File: config.mk
export PLATFORM = sky130hd
export DESIGN_NAME = fir_sample_sequencer
export DESIGN_NICKNAME = d
export VERILOG_FILES = /design/src/rtl/fir_pkg.sv /design/src/rtl/fir_hist_ram.sv /design/src/rtl/fir_sample_sequencer.sv
export SDC_FILE = /design/constraint.sdc
export NUM_CORES = 1
export LEC_CHECK = 0
export BUFFER_PORTS_ARGS = -buffer_cell sky130_fd_sc_hd__buf_2
export CAP_MARGIN = 10
export CELL_PAD_IN_SITES_DETAIL_PLACEMENT = 1
export CELL_PAD_IN_SITES_GLOBAL_PLACEMENT = 1
export CORE_MARGIN = 2
export CORE_UTILIZATION = 42
export DETAILED_ROUTE_END_ITERATION = 12
export GPL_TIMING_DRIVEN = 0
export PLACE_DENSITY = 0.71
export SLEW_MARGIN = 20
export SYNTH_ARGS = -nofsm -noshare
export SYNTH_HDL_FRONTEND = slang
export SYNTH_SLANG_ARGS = --single-unit
File: constraint.sdc
create_clock -name clk -period 4.59 [get_ports clk]
set_input_delay 0.918 -clock clk [delete_from_list [all_inputs] [get_ports clk]]
set_output_delay 0.918 -clock clk [all_outputs]
set_load 0.02 [all_outputs]
File: src/rtl/fir_pkg.sv
// Shared constants for the FIR sample sequencer and the MAC core it feeds.
package fir_pkg;

  localparam int unsigned DEF_DATA_W = 8;
  localparam int unsigned DEF_TAPS   = 4;
  localparam int unsigned DEF_IDX_W  = (DEF_TAPS > 1) ? $clog2(DEF_TAPS) : 1;

  // Q1.7 sample format: 0x20 represents 0.25
  localparam int unsigned FRAC_BITS  = 7;

  localparam logic [0:0] ST_IDLE  = 1'b0;
  localparam logic [0:0] ST_ISSUE = 1'b1;

endpackage

File: src/rtl/fir_hist_ram.sv
// TAPS-deep sample history: synchronous write, combinational read, one-cycle zero-fill.
module fir_hist_ram
  import fir_pkg::*;
#(
  parameter int unsigned DATA_W = DEF_DATA_W,
  parameter int unsigned TAPS   = DEF_TAPS,
  parameter int unsigned IDX_W  = DEF_IDX_W
) (
  input  logic              clk,
  input  logic              i_rst_n,
  input  logic              i_clr,
  input  logic              i_we,
  input  logic [IDX_W-1:0]  i_waddr,
  input  logic [DATA_W-1:0] i_wdata,
  input  logic [IDX_W-1:0]  i_raddr,
  output logic [DATA_W-1:0] o_rdata
);

  logic [DATA_W-1:0] r_mem [TAPS];

  always_ff @(posedge clk) begin
    if (!i_rst_n || i_clr) begin
      for (int i = 0; i < int'(TAPS); i++) begin
        r_mem[i] <= '0;
      end
    end else if (i_we) begin
      r_mem[i_waddr] <= i_wdata;
    end
  end

  assign o_rdata = r_mem[i_raddr];

endmodule

File: src/rtl/fir_sample_sequencer.sv
// Accepts samples and replays the last TAPS of them, newest first, as (sample, k) pairs to the MAC.
module fir_sample_sequencer
  import fir_pkg::*;
#(
  parameter int unsigned DATA_W = DEF_DATA_W,
  parameter int unsigned TAPS   = DEF_TAPS,
  parameter int unsigned IDX_W  = DEF_IDX_W
) (
  input  logic              clk,
  input  logic              global_reset_n,
  input  logic [DATA_W-1:0] xn,
  input  logic              in_valid,
  output logic              in_ready,
  input  logic              hist_clr,
  output logic [DATA_W-1:0] mac_sample,
  output logic [IDX_W-1:0]  mac_coef_idx,
  output logic              mac_first,
  output logic              mac_last,
  output logic              mac_valid,
  input  logic              mac_ready
);

  localparam logic [IDX_W-1:0] K_LAST = IDX_W'(TAPS - 1);

  logic [0:0]        r_state;
  logic [IDX_W-1:0]  r_wr_ptr;
  logic [IDX_W-1:0]  r_rd_ptr;
  logic [IDX_W-1:0]  r_k;
  logic              r_in_ready;
  logic              r_mac_valid;
  logic              r_mac_first;
  logic              r_mac_last;
  logic [DATA_W-1:0] r_mac_sample;
  logic [IDX_W-1:0]  r_mac_coef_idx;

  logic [0:0]        w_state_nxt;
  logic [IDX_W-1:0]  w_wr_ptr_nxt;
  logic [IDX_W-1:0]  w_rd_ptr_nxt;
  logic [IDX_W-1:0]  w_k_nxt;
  logic              w_in_ready_nxt;
  logic              w_mac_valid_nxt;
  logic              w_mac_first_nxt;
  logic              w_mac_last_nxt;
  logic [DATA_W-1:0] w_mac_sample_nxt;
  logic [IDX_W-1:0]  w_mac_coef_idx_nxt;

  logic              w_idle;
  logic              w_accept;
  logic              w_clr;
  logic              w_hs;
  logic [IDX_W-1:0]  w_rd_dec;
  logic [IDX_W-1:0]  w_k_inc;
  logic [DATA_W-1:0] w_rdata;

  // Clear takes priority over a simultaneous sample by dropping in_ready that cycle
  assign in_ready = r_in_ready & ~hist_clr;
  assign w_idle   = (r_state == ST_IDLE);
  assign w_accept = w_idle & in_valid & in_ready;
  assign w_clr    = w_idle & hist_clr;
  assign w_hs     = r_mac_valid & mac_ready;
  assign w_rd_dec = (r_rd_ptr == '0) ? K_LAST : r_rd_ptr - IDX_W'(1);
  assign w_k_inc  = r_k + IDX_W'(1);

  fir_hist_ram #(
    .DATA_W (DATA_W),
    .TAPS   (TAPS),
    .IDX_W  (IDX_W)
  ) u_hist (
    .clk     (clk),
    .i_rst_n (global_reset_n),
    .i_clr   (w_clr),
    .i_we    (w_accept),
    .i_waddr (r_wr_ptr),
    .i_wdata (xn),
    .i_raddr (w_rd_dec),
    .o_rdata (w_rdata)
  );

  // Next-state and next-output logic
  always_comb begin
    w_state_nxt        = r_state;
    w_wr_ptr_nxt       = r_wr_ptr;
    w_rd_ptr_nxt       = r_rd_ptr;
    w_k_nxt            = r_k;
    w_in_ready_nxt     = r_in_ready;
    w_mac_valid_nxt    = r_mac_valid;
    w_mac_first_nxt    = r_mac_first;
    w_mac_last_nxt     = r_mac_last;
    w_mac_sample_nxt   = r_mac_sample;
    w_mac_coef_idx_nxt = r_mac_coef_idx;

    case (r_state)
      ST_IDLE: begin
        if (w_accept) begin
          // k=0 pair bypasses the history write that lands on the same edge
          w_state_nxt        = ST_ISSUE;
          w_rd_ptr_nxt       = r_wr_ptr;
          w_k_nxt            = '0;
          w_in_ready_nxt     = 1'b0;
          w_mac_valid_nxt    = 1'b1;
          w_mac_first_nxt    = 1'b1;
          w_mac_last_nxt     = (K_LAST == '0);
          w_mac_sample_nxt   = xn;
          w_mac_coef_idx_nxt = '0;
        end else if (w_clr) begin
          w_wr_ptr_nxt = '0;
        end
      end

      ST_ISSUE: begin
        if (w_hs) begin
          if (r_k == K_LAST) begin
            w_state_nxt        = ST_IDLE;
            w_wr_ptr_nxt       = (r_wr_ptr == K_LAST) ? '0 : r_wr_ptr + IDX_W'(1);
            w_k_nxt            = '0;
            w_in_ready_nxt     = 1'b1;
            w_mac_valid_nxt    = 1'b0;
            w_mac_first_nxt    = 1'b0;
            w_mac_last_nxt     = 1'b0;
            w_mac_sample_nxt   = '0;
            w_mac_coef_idx_nxt = '0;
          end else begin
            w_rd_ptr_nxt       = w_rd_dec;
            w_k_nxt            = w_k_inc;
            w_mac_first_nxt    = 1'b0;
            w_mac_last_nxt     = (w_k_inc == K_LAST);
            w_mac_sample_nxt   = w_rdata;
            w_mac_coef_idx_nxt = w_k_inc;
          end
        end
      end

      default: begin
        w_state_nxt     = ST_IDLE;
        w_in_ready_nxt  = 1'b1;
        w_mac_valid_nxt = 1'b0;
      end
    endcase
  end

  // State, pointer and output registers
  always_ff @(posedge clk) begin
    if (!global_reset_n) begin
      r_state        <= ST_IDLE;
      r_wr_ptr       <= '0;
      r_rd_ptr       <= '0;
      r_k            <= '0;
      r_in_ready     <= 1'b1;
      r_mac_valid    <= 1'b0;
      r_mac_first    <= 1'b0;
      r_mac_last     <= 1'b0;
      r_mac_sample   <= '0;
      r_mac_coef_idx <= '0;
    end else begin
      r_state        <= w_state_nxt;
      r_wr_ptr       <= w_wr_ptr_nxt;
      r_rd_ptr       <= w_rd_ptr_nxt;
      r_k            <= w_k_nxt;
      r_in_ready     <= w_in_ready_nxt;
      r_mac_valid    <= w_mac_valid_nxt;
      r_mac_first    <= w_mac_first_nxt;
      r_mac_last     <= w_mac_last_nxt;
      r_mac_sample   <= w_mac_sample_nxt;
      r_mac_coef_idx <= w_mac_coef_idx_nxt;
    end
  end

  assign mac_valid    = r_mac_valid;
  assign mac_first    = r_mac_first;
  assign mac_last     = r_mac_last;
  assign mac_sample   = r_mac_sample;
  assign mac_coef_idx = r_mac_coef_idx;

endmodule

== Word level (Yosys, flattened, before mapping) ==
Memories as Yosys holds them, arrays and structs flattened.
Index checks and enable logic that the tools add are counted.

* Memories kept: 1
* Logic and storage cells: 80
* Input bits: 13
* Register bits after elaboration: 19
* Memory bits (writable): 32

{| class="wikitable"
|+ Memory list
! memory !! words !! width !! rd ports !! clocked after memory_dff !! write ports !! RTL line !! RTL
|-
| u_hist.r_mem || 4 || 8 || 1 || 0 || 4 || fir_hist_ram.sv:19 || <nowiki>logic [DATA_W-1:0] r_mem [TAPS];</nowiki>
|}

* Bitwise operators: 7
* Equality and inequality tests: 9
* Add/subtract/negate cells: 3
* Reductions and logical operators: 8
* Mux-type cells: 43

{| class="wikitable"
|+ Operators by type and width
! cell !! count
|-
| 8-bit 2-to-1 mux || 4
|-
| 2-bit 2-to-1 mux || 13
|-
| 1-bit 2-to-1 mux || 17
|-
| 8-bit case mux with 2 select lines || 1
|-
| 2-bit case mux with 2 select lines || 3
|-
| 1-bit case mux with 2 select lines || 5
|-
| 2-bit by 1-bit != test with 1-bit output (second input constant) || 4
|-
| 8-bit OR reduction || 1
|-
| 2-bit equality test (second input constant) || 3
|-
| 3-bit AND reduction || 2
|-
| 1-bit AND || 5
|-
| 2-bit by 1-bit adder with 2-bit output (second input constant) || 2
|-
| 2-bit != test (second input constant) || 2
|-
| 4-bit AND reduction || 1
|-
| 2-bit zero test || 1
|-
| 1-bit inverter || 2
|-
| 2-bit AND reduction || 1
|-
| 2-bit by 1-bit subtractor with 2-bit output (second input constant) || 1
|-
| 1-bit zero test || 1
|-
| 1-bit logical OR || 1
|}

== Logic depth before layout (Yosys ltp) ==
* Word-level depth: 8
* Mapped depth: 8
* Depth with buffers taken out: 6

== By module ==
From an unflattened synthesis, not the netlist that was laid out.

* Cell total of the unflattened synthesis: 204
* Area total of the unflattened synthesis: 2,377.3 um2

{| class="wikitable"
|+ Modules (own cells, without submodules)
! module !! area an instance (um2) !! instances !! cells an instance
|-
| fir_hist_ram || 1,437.6 || 1 || 97
|-
| fir_sample_sequencer || 939.7 || 1 || 107
|}

== Worst setup path after synthesis ==
No wires, ideal clock.

* Path type: input to register
* Start: input hist_clr
* End: memory u_hist.r_mem[3][0] (netlist name) (enable)
* Arrival: 2.095 ns
* Path slack: 2.111 ns
* Cell stages on the path: 5
* Setup time: 0.384 ns
* Path through: nand4bb_1 -> clkbuf_1 -> buf_2 -> nor2_1 -> o21ai_0

{| class="wikitable"
|+ RTL lines
! element !! RTL line !! RTL
|-
| start, declared || fir_sample_sequencer.sv:14 || <nowiki>input logic hist_clr,</nowiki>
|-
| end, declared || fir_hist_ram.sv:19 ||
|}

==> flow_metrics.py <==
metrics = {
    "drt": {
        "via_count": 1677,
        "vias_per_cell": 5.27,
        "drc": 0,
        "drt-wirelength-per-cell_um": 18.4,
        "firstDrtPassIters": 4,
        "routed_wl_um": 5840,
        "postRouteAntennaNets": 0,
        "drt_iter0_markers": 57,
    },
    "place": {
        "dp_hpwl_um": 4010,
        "io_buffers": 26,
        "finalWeightedCongestion": 0.751,
        "dp.cells": 310,
    },
    "global_routing": {
        "met2_usage_pct": 35.7,
        "antenna_found_initial": 0,
        "grt_usage_pct": 20.9,
        "grt.overflow.total": 0,
        "grt_max_degree": 16,
        "grt_pass1_vias": 1830,
        "grt.busiest_layer": "met2",
        "met3_usage_pct": 3.75,
        "use_met1_pct": 27.3,
        "grt_pass1_wl_um": 9570,
    },
    "yosys": {
        "synth_simple_gate_area_share_pct": 17.2,
        "synthAdderAreaFrac_pct": 1.58,
        "synth_area_um2": 2370,
        "yosysWarnings": 0,
        "synth.area.top_cells": "edfxtp_1 (41%), dfxtp_1 (16%), mux2i_1 (7.2%), o21ai_0 (4.9%), and2_4 (3.3%)",
        "syn_area_per_cell_um2": 11.2,
        "synthesis.nets": 228,
        "synth_edf_count": 32,
        "synthMuxAreaShare_pct": 7.17,
        "ys_types": 37,
        "synth-xor-area-share_pct": 0.369,
        "synthArstFlopShare_pct": 0,
        "synthFlopType": "edfxtp_1",
        "synth_top_area_share_pct": 40.5,
        "synth_compound_area_share_pct": 12.2,
        "synth_top_area_cell": "edfxtp_1",
        "synth_top_family_by_area": "simple AND/OR/NAND/NOR gates",
        "ys_seq_area_share_pct": 56.5,
        "postSynthCellCount": 212,
        "ys_ff_latch": 51,
    },
    "floorplan": {
        "die_y_um": 79.2,
        "die_area_um2": 6270,
        "initial_core_util_pct": 43.3,
        "ios": 27,
        "core-area_um2": 5470,
        "chipWidth_um": 79.2,
        "rows": 27,
    },
    "setup_path": {
        "cp.arrival_ps": 2580,
        "start_kind": "input pin",
        "cp_slowest_cell": "o21ai_1",
        "timing.rr.start": "r_state",
        "cp-end-kind": "register",
        "critical_path.cell_chain": "buf_2 -> nand4bb_1 -> clkbuf_1 -> buf_2 -> nor2_1 -> o21ai_1",
        "r2r_end": "u_hist.r_mem[3][5]",
        "cpLargestDelayFamily": "compound AO/OA/AOI/OAI gates",
        "timing.critical_path.depth": 6,
        "cp_slowest_stage_delay_ps": 740,
        "path_buf_inv": 3,
        "r2r_slack_ps": 2250,
        "rr_worst_depth": 5,
        "crit_type": "in -> reg",
        "crit_fanout": 10,
        "crit_required_ps": 4520,
        "cp_common_cell": "buf_2",
    },
    "power_and_ir_drop": {
        "leakagePower_nw": 1.11,
        "ir_drop_v": 0.000132,
        "power_density_nw_per_um2": 351,
    },
    "timing": {
        "rsz0062_at_grt": "false",
        "setup-violations-final": 0,
        "finClkSkew_ps": 4.93,
        "slew_headroom_pct": 36.2,
        "slew_violations": 0,
        "period_needed_ps": 2650,
        "tns_ps": 0,
        "worst_pin_slew_ps": 950,
        "fmax_mhz": 378,
        "fin_crit_sh_pct": 57.7,
        "finalHoldViolations": 0,
    },
    "outcome": {
        "status": "completed",
    },
    "cts": {
        "h-tree-depth": 2,
        "worstSkewPairLatency_ps": 300,
        "cts_max_path_buffers": 2,
        "tritoncts": "done",
        "cts_resized": 0,
        "clkTransAtPathRegs_ps": 90,
        "cts_num_sinks": 51,
        "cts-buffers-inserted": 5,
        "root_buffer": "clkbuf_8",
        "post-cts-setup-buffer-count": 0,
        "cts_hold_buffers": 0,
    },
    "min_path": {
        "hold_end": "r_rd_ptr[1]",
        "hp-class": "reg -> reg",
        "worstHoldStart": "r_rd_ptr[1]",
        "min_path_cells": 2,
    },
    "final_layout": {
        "area_delta_synth_final_pct": 14.2,
        "final_nets": 261,
        "diodes": 0,
        "multi_input_comb_area_um2": 915,
        "final_cells": 318,
        "n_fill_cell": 621,
        "seq_area_um2": 1340,
        "drive_above_1_share_pct": 22.4,
    },
    "run": {
        "maxCapViolations": 0,
    },
}
## report_power, final
part	internal, mW	switching, mW	leakage, nW
clock	0.177	0.150	0.0612
sequential	0.516	0.0117	0.507
combinational	0.0346	0.0621	0.544
total	0.727	0.224	1.11
## registers in the layout, summed over array words and instances (netlist names)
signal	cells
mac_coef_idx	2
mac_first	1
mac_last	1
mac_sample	8
mac_valid	1
r_in_ready	1
r_rd_ptr	2
r_state	1
r_wr_ptr	2
u_hist.r_mem	32
## placed cells by master, fill, tap and decap left out, drive strengths merged, types with 2 or more instances in the layout
cell,Yosys,routed
a21oi,11,11
ha,3,3
o22a,8,8
nand3,6,6
nand4,3,3
dfxtp,19,19
nand2b,2,2
nor2,17,17
mux2i,17,17
and3b,2,2
edfxtp,32,32
o211a,2,2
nor2b,3,3
inv,11,11
and2b,2,2
a21boi,3,3
clkbuf,4,10
and2,13,13
nand2,12,12
buf,9,35
o21ai,23,23
## metal layers
layer	wire length [µm]	part of all wire [%]
met1	2720	47
met2	2870	49
met3	190	3.3
met4	55	0.94
met5	0	0
## cell families (layout without fill, tap and decap cells)
logic type               Yosys count  in the layout
AND/OR/NAND/NOR                   68             68
adder cells (fa/ha/maj)            3              3
AO/OA/AOI/OAI                     48             48
XOR/XNOR                           1              1
multiplexers                      17             17
flip-flops                        51             51
buffers and inverters             24             58
## synthesized netlist by cell type (4+ instances only)
master	instances
a21oi_1	11
o21ai_0	23
o22a_1	8
dfxtp_1	19
and2_4	9
and2_1	4
nor2_1	17
inv_1	11
mux2i_1	17
edfxtp_1	32
nand3_1	6
nand2_1	12
clkbuf_1	4
## how the worst max path moves through the flow
stage	from	end	slack, ps
finish	hist_clr	u_hist.r_mem[3][5]	1940
floorplan	hist_clr	u_hist.r_mem[3][0]	2110
detailed placement	hist_clr	u_hist.r_mem[3][5]	1620
global placement	hist_clr	u_hist.r_mem[3][5]	1230
CTS	hist_clr	u_hist.r_mem[3][5]	1940
global route	hist_clr	u_hist.r_mem[3][4]	1740
## final cells by class
cell class / instances / share of cell area, %
Sequential cell: 51 / 49.5
Multi-Input combinational cell: 137 / 33.7
Timing Repair Buffer: 26 / 4.80
Tap cell: 72 / 3.32
Clock buffer: 6 / 3.05
Buffer: 13 / 2.77
Inverter: 11 / 1.52
Clock inverter: 2 / 1.29
## worst reg2reg max path, cell delays in order, from the launching register on
cell       delay, ps
dfxtp_1          410
nand4bb_1        140
clkbuf_1         290
buf_2            320
nor2_1            70
o21ai_1          740
## through the flow
stage	setup WS, ps	area, µm²	total power, mW	utilization [%]	hold slack [ps]
2_1_floorplan	2110	2370	0.596	-	452
3_3_place_gp	1230	2590	0.632	47.4	464
3_5_place_dp	1620	2590	0.636	47.4	483
4_1_cts	1940	2710	0.956	49.5	497
5_1_grt	1740	2710	0.989	49.5	549
6_report	1940	2710	0.951	49.5	496
Power figures use the tool's default switching activity.
